--- src/rtl/mempool_tcdm_link_cut.sv ---
// Elastic pipeline cut for the inter-group TCDM links: one 2-entry FIFO per link and
// direction, so the long group-to-group path is registered without losing throughput.
module mempool_tcdm_link_cut #(
  parameter int unsigned NumTilesPerGroup   = 4,
  parameter int unsigned NumLinks           = NumTilesPerGroup,
  parameter bit          CutReq             = 1'b1,
  parameter bit          CutResp            = 1'b1,
  parameter type         tcdm_slave_req_t   = logic [63:0],
  parameter type         tcdm_master_resp_t = logic [39:0]
) (
  input  logic                                   clk_i,
  input  logic                                   rst_i,
  // Group master side
  input  tcdm_slave_req_t   [NumLinks-1:0]       mst_req_i,
  input  logic              [NumLinks-1:0]       mst_req_valid_i,
  output logic              [NumLinks-1:0]       mst_req_ready_o,
  output tcdm_master_resp_t [NumLinks-1:0]       mst_resp_o,
  output logic              [NumLinks-1:0]       mst_resp_valid_o,
  input  logic              [NumLinks-1:0]       mst_resp_ready_i,
  // Peer slave side
  output tcdm_slave_req_t   [NumLinks-1:0]       slv_req_o,
  output logic              [NumLinks-1:0]       slv_req_valid_o,
  input  logic              [NumLinks-1:0]       slv_req_ready_i,
  input  tcdm_master_resp_t [NumLinks-1:0]       slv_resp_i,
  input  logic              [NumLinks-1:0]       slv_resp_valid_i,
  output logic              [NumLinks-1:0]       slv_resp_ready_o,
  // Status
  output logic              [NumLinks-1:0]       busy_o
);

  logic [NumLinks-1:0] req_busy;
  logic [NumLinks-1:0] resp_busy;

  for (genvar l = 0; l < NumLinks; l++) begin : g_link

    // ---------------------------------------------------------------- request channel
    if (CutReq) begin : g_req_cut
      tcdm_slave_req_t [1:0] slot_q, slot_d;
      logic                  rd_q, rd_d;
      logic                  wr_q, wr_d;
      logic [1:0]            cnt_q, cnt_d;
      logic                  in_ready, out_valid;
      logic                  push, pop;

      // Ready depends on the count register only, never on slv_req_ready_i.
      assign in_ready  = (cnt_q != 2'd2);
      assign out_valid = (cnt_q != 2'd0);
      assign push      = mst_req_valid_i[l] & in_ready;
      assign pop       = out_valid & slv_req_ready_i[l];

      always_comb begin
        slot_d = slot_q;
        wr_d   = wr_q;
        rd_d   = rd_q;
        if (push) begin
          slot_d[wr_q] = mst_req_i[l];
          wr_d         = ~wr_q;
        end
        if (pop) begin
          rd_d = ~rd_q;
        end
        cnt_d = cnt_q + {1'b0, push} - {1'b0, pop};
      end

      always_ff @(posedge clk_i or posedge rst_i) begin
        if (rst_i) begin
          slot_q <= '0;
          rd_q   <= 1'b0;
          wr_q   <= 1'b0;
          cnt_q  <= 2'd0;
        end else begin
          slot_q <= slot_d;
          rd_q   <= rd_d;
          wr_q   <= wr_d;
          cnt_q  <= cnt_d;
        end
      end

      assign mst_req_ready_o[l] = in_ready;
      assign slv_req_valid_o[l] = out_valid;
      assign slv_req_o[l]       = slot_q[rd_q];
      assign req_busy[l]        = out_valid;
    end else begin : g_req_bypass
      assign slv_req_o[l]       = mst_req_i[l];
      assign slv_req_valid_o[l] = mst_req_valid_i[l];
      assign mst_req_ready_o[l] = slv_req_ready_i[l];
      assign req_busy[l]        = 1'b0;
    end

    // --------------------------------------------------------------- response channel
    if (CutResp) begin : g_resp_cut
      tcdm_master_resp_t [1:0] slot_q, slot_d;
      logic                    rd_q, rd_d;
      logic                    wr_q, wr_d;
      logic [1:0]              cnt_q, cnt_d;
      logic                    in_ready, out_valid;
      logic                    push, pop;

      assign in_ready  = (cnt_q != 2'd2);
      assign out_valid = (cnt_q != 2'd0);
      assign push      = slv_resp_valid_i[l] & in_ready;
      assign pop       = out_valid & mst_resp_ready_i[l];

      always_comb begin
        slot_d = slot_q;
        wr_d   = wr_q;
        rd_d   = rd_q;
        if (push) begin
          slot_d[wr_q] = slv_resp_i[l];
          wr_d         = ~wr_q;
        end
        if (pop) begin
          rd_d = ~rd_q;
        end
        cnt_d = cnt_q + {1'b0, push} - {1'b0, pop};
      end

      always_ff @(posedge clk_i or posedge rst_i) begin
        if (rst_i) begin
          slot_q <= '0;
          rd_q   <= 1'b0;
          wr_q   <= 1'b0;
          cnt_q  <= 2'd0;
        end else begin
          slot_q <= slot_d;
          rd_q   <= rd_d;
          wr_q   <= wr_d;
          cnt_q  <= cnt_d;
        end
      end

      assign slv_resp_ready_o[l] = in_ready;
      assign mst_resp_valid_o[l] = out_valid;
      assign mst_resp_o[l]       = slot_q[rd_q];
      assign resp_busy[l]        = out_valid;
    end else begin : g_resp_bypass
      assign mst_resp_o[l]       = slv_resp_i[l];
      assign mst_resp_valid_o[l] = slv_resp_valid_i[l];
      assign slv_resp_ready_o[l] = mst_resp_ready_i[l];
      assign resp_busy[l]        = 1'b0;
    end

  end

  assign busy_o = req_busy | resp_busy;

endmodule

--- config.mk ---
export PLATFORM = sky130hd
export DESIGN_NAME = mempool_tcdm_link_cut
export DESIGN_NICKNAME = d
export VERILOG_FILES = /design/src/rtl/mempool_tcdm_link_cut.sv
export SDC_FILE = /design/constraint.sdc
export NUM_CORES = 2
export LEC_CHECK = 0
export CORE_AREA = 2 2 339 341
export DETAILED_ROUTE_END_ITERATION = 16
export DIE_AREA = 0 0 341 343
export PLACE_DENSITY = 0.59
export SKIP_CTS_REPAIR_TIMING = 1
export SLEW_MARGIN = 20
export SYNTH_ARGS = -nofsm -noshare
export SYNTH_HDL_FRONTEND = slang
export SYNTH_SLANG_ARGS = --single-unit
--- constraint.sdc ---
create_clock -name clk_i -period 44.6 [get_ports clk_i]
set_clock_uncertainty 0.1 [all_clocks]
set_input_delay 8.92 -clock clk_i [delete_from_list [all_inputs] [get_ports clk_i]]
set_output_delay 8.92 -clock clk_i [all_outputs]
set_load 0.02 [all_outputs]
# --- Yosys cells after proc, flatten, opt, wreduce, memory -nomap -nowiden ---
# Cells that the tools add are included.
word_totals:
  wordCells: 177
  reg_bits: 864
op_classes:
  addsub: 16
  n_reduce_logical: 16
  n_lt_le_gt_ge: 24
  n_eq_ne: 8
  n_bitwise: 33
  muxes: 40
op_table:
  columns: ["cell", "n"]
  rows:
  - ["two-way mux 64 bit", 12]
  - ["bitwise mux 128 bit", 4]
  - ["two-way mux 40 bit", 12]
  - ["bitwise mux 80 bit", 4]
  - ["demux 64 bit (select 1 bit)", 4]
  - ["demux 40 bit (select 1 bit)", 4]
  - ["< comparator 1 x 2 -> 1 bit (second input constant)", 16]
  - ["adder 2 x 1 -> 2 bit", 8]
  - ["bitwise AND 1 bit", 16]
  - ["!= test 2 bit (second input constant)", 8]
  - ["inverter 1 bit", 16]
  - ["nonzero test 2 bit", 8]
  - ["subtractor 2 x 1 -> 2 bit", 8]
  - ["greater-or-equal comparator 1 bit (second input constant)", 8]
  - ["logical AND 1 bit", 8]
  - ["OR 4 bit", 1]

# --- Longest topological paths before layout ---
logic_depth:
  word_depth: 5
  depth_mapped: 6
  mapped_depth_nobuf: 5

# --- Worst setup path after synthesis ---
# No wires, ideal clock.
synth_timing:
  path_type: "reg-to-output"
  startpoint: "register g_link[1].g_req_cut.rd_q"
  endpoint: "output slv_req_o[100] in the netlist's numbering"
  n_path_buf: 2
  setup_slack_ns: 34.318
  arrival_ns: 1.262
  required_ns: 35.580
  stages_incl_launch_ff: 4
  cell_sequence: "dfrtp_1 clkbuf_1 buf_2 mux2_2"
synth_lines:
  columns: ["element", "line", "source"]
  rows:
  - ["start: declaration", "39", "logic rd_q, rd_d;"]
  - ["start signal: assignment", "73", "rd_q <= rd_d;"]
  - ["end: declaration", "21", "output tcdm_slave_req_t [NumLinks-1:0] slv_req_o,"]

==> results.ini <==
[critical_path]
cp-end-kind=asynchronous set/reset pin
r2r_setup_slack_ns=42.19
cp_num_buf_inv=6
max_stage_delay_ns=0.83
cp_top_family=buffers and inverters
crit_end=g_link[3].g_resp_cut.rd_q$_DFFE_PP0P_
worstReg2RegStart=g_link[2].g_req_cut.cnt_q[0]$_DFF_PP0_
cp_cell_sequence=clkdlybuf4s50_1 -> inv_8 -> buf_12 -> buf_4 -> buf_4 -> buf_12
r2r_cells=4
path_class=in2async
crit_path_start=rst_i
r2r_end=g_link[2].g_req_cut.slot_q[34]$_DFFE_PP0P_
crit_cells=6
arrival_ns=13.34
critPathLaunchType=input port
critPathMaxFanout=166
critical_path.slowest_cell=buf_4
cp_data_required_time_ns=45.15

[clock_tree]
cts_buffers=97
cts_tree=done
worstSkewPairLatency_ns=0.66
root_buffer=clkbuf_16
cts.clk_slew.worst_paths_ns=0.06
cts.sinks=864
htreeDepth=3
cts_max_path_buffers=3

[yosys]
synth_top_area_share_pct=57.2
yosys-top-cells-count=1165 x mux2_2, 864 x dfrtp_1, 83 x mux2_1
syn_nets=2860
synth_ff_type=dfrtp_1
synth_cell_types=28
ys_warn_count=0
synth_cells=2418
synth_area_leaders=dfrtp_1 57%, mux2_2 35%, mux2_1 2.5%
synthArstFlopShare_pct=100
synth-edff-count=0
syn-cell-area_um2=37800
yosys.area.top_type=dfrtp_1
yosysMostFrequentCell=mux2_2
ys_seq_area_share_pct=57.2
syn_area_per_cell_um2=15.6
ys_ff_latch=864

[finish]
area_delta_synth_final_pct=35.2
nets=3708
stdcell_count=4875
drive_above_1_share_pct=41.8

[grt]
grt_pass1_wl_um=153000
track_usage_pct=17.0
grt_max_degree=167
grt_pass1_vias=24406
antenna_found_initial=22
grt.overflow.total=0

[power]
p_comb_share_pct=49.8
power_leakage_nw=20.9
switchingPower_mw=1.56
ir_worst_vdd_mv=0.0474
netSwitchingFraction_pct=35.0
p_int_mw=2.90
power_mw=4.46
power_density_nw_per_um2=87.4
power.share.clock_pct=18.5
pwr-share-seq_pct=31.7

[timing]
rsz0062_at_grt=false
tns_ns=0
relSlewSlack_pct=27.3
final_max_slew_viol_count=0
post-route-period-util_pct=28.7
fin_crit_ns=12.80
hold_viol_final=0
fmax_mhz=78.2
max_slew.worst_pin.slew_ns=1.09
finalSetupViolations=0

[route]
drtAntennaViolNets=0
wl_per_cell_um=20.9
drtIter0Drc=698
viasPerCell=4.68
firstDrtPassIters=4
drcViolationCount=0
vias=22826
wl_um=102000

[flow_run]
maxCapViolCount=0

[floorplanning]
start_util_pct=33.3
die_h_um=343
ioPinCount=870
die_w_um=341
die_area_um2=117000
coreArea_um2=113000
rows=124

[placement]
gp_congestion=0.770
portBuffers=869
dp_cells=4679
hpwl_um=69800

[run_status]
status=completed

[hold_path]
hold_path_class=reg2reg

## placed cells by master, fill, tap and decap left out, drive strengths merged, types with 13 or more instances in the layout
| cell | instances |
|---|---|
| buf | 31 |
| clkbuf | 147 |
| clkdlybuf4s50 | 869 |
| clkinv | 16 |
| dfrtp | 864 |
| diode | 18 |
| mux2 | 1248 |
| nand2 | 13 |
| nand3 | 16 |
| nor2 | 16 |
| xnor2 | 21 |
## worst reg2reg max path, cell delays in order, from the launching register on
cell	delay, ns
dfrtp_1	0.42
nand2b_2	0.25
nand3b_1	0.26
buf_4	0.74
mux2_2	0.51
## logic make-up after synthesis
family	synth area share, %
mux	37.2
flops	57.2
buf+inv	2.72
simple gates	1.52
compound gates	0.543
xor+xnor	0.487
fa+ha+maj	0.265
## layer usage
layer	wire length [µm]	vias to the layer above	GRT usage, %
met2	49900	599	28.3
met5	80	-	0
li1	-	10413	-
met3	7720	155	5.55
met4	3350	12	7.12
met1	40700	11647	20.2
## power groups by stage
stage	Sequential, mW	Clock [mW]	Combinational, mW
after floorplan	1.34	0	1.43
after global placement	1.42	0	2.24
after detailed placement	1.43	0	2.25
after CTS	1.42	0.856	2.26
after global routing	1.47	0.888	2.35
final	1.41	0.827	2.22
## state kept, by name (all words and copies together), names as in the netlist
name	cells
g_link.g_resp_cut.slot_q	320
g_link.g_resp_cut.cnt_q	8
g_link.g_req_cut.slot_q	512
g_link.g_req_cut.cnt_q	8
g_link.g_req_cut.rd_q	4
g_link.g_resp_cut.rd_q	4
g_link.g_resp_cut.wr_q	4
g_link.g_req_cut.wr_q	4
## through the flow
stage	instance area, µm²	util [%]	hold WS (ns)	worst slack (ns)
after floorplan	37800	-	0.354	11.30
after global placement	47700	42.1	0.363	30.91
after global routing	51000	45.0	0.395	31.16
after detailed placement	47700	42.1	0.371	30.91
final	51100	45.0	0.380	31.80
after CTS	51000	45.0	0.384	31.67
## layout make-up
cell class,count,area [µm²]
antenna,18,45.0
clock buffer,147,2880
clock inverter,31,439
fill,10223,62400
inverter,7,33.8
multi-input combinational,1396,15200
sequential,864,21600
tap,1512,1890
timing repair buffer,900,8970
## worst min-delay path by stage
stage                                                    start                                          to  slack, ns  cells after the start
detailed placement   g_link[3].g_req_cut.slot_q[7]$_DFFE_PP0P_   g_link[3].g_req_cut.slot_q[7]$_DFFE_PP0P_       0.37                      1
finish               g_link[3].g_req_cut.slot_q[7]$_DFFE_PP0P_   g_link[3].g_req_cut.slot_q[7]$_DFFE_PP0P_       0.38                      1
CTS                  g_link[3].g_req_cut.slot_q[7]$_DFFE_PP0P_   g_link[3].g_req_cut.slot_q[7]$_DFFE_PP0P_       0.38                      1
floorplan            g_link[3].g_req_cut.slot_q[0]$_DFFE_PP0P_   g_link[3].g_req_cut.slot_q[0]$_DFFE_PP0P_       0.35                      1
global route        g_link[3].g_req_cut.slot_q[19]$_DFFE_PP0P_  g_link[3].g_req_cut.slot_q[19]$_DFFE_PP0P_       0.40                      1
global placement    g_link[3].g_req_cut.slot_q[36]$_DFFE_PP0P_  g_link[3].g_req_cut.slot_q[36]$_DFFE_PP0P_       0.36                      1
No activity file was read; power rests on OpenSTA's default activity.
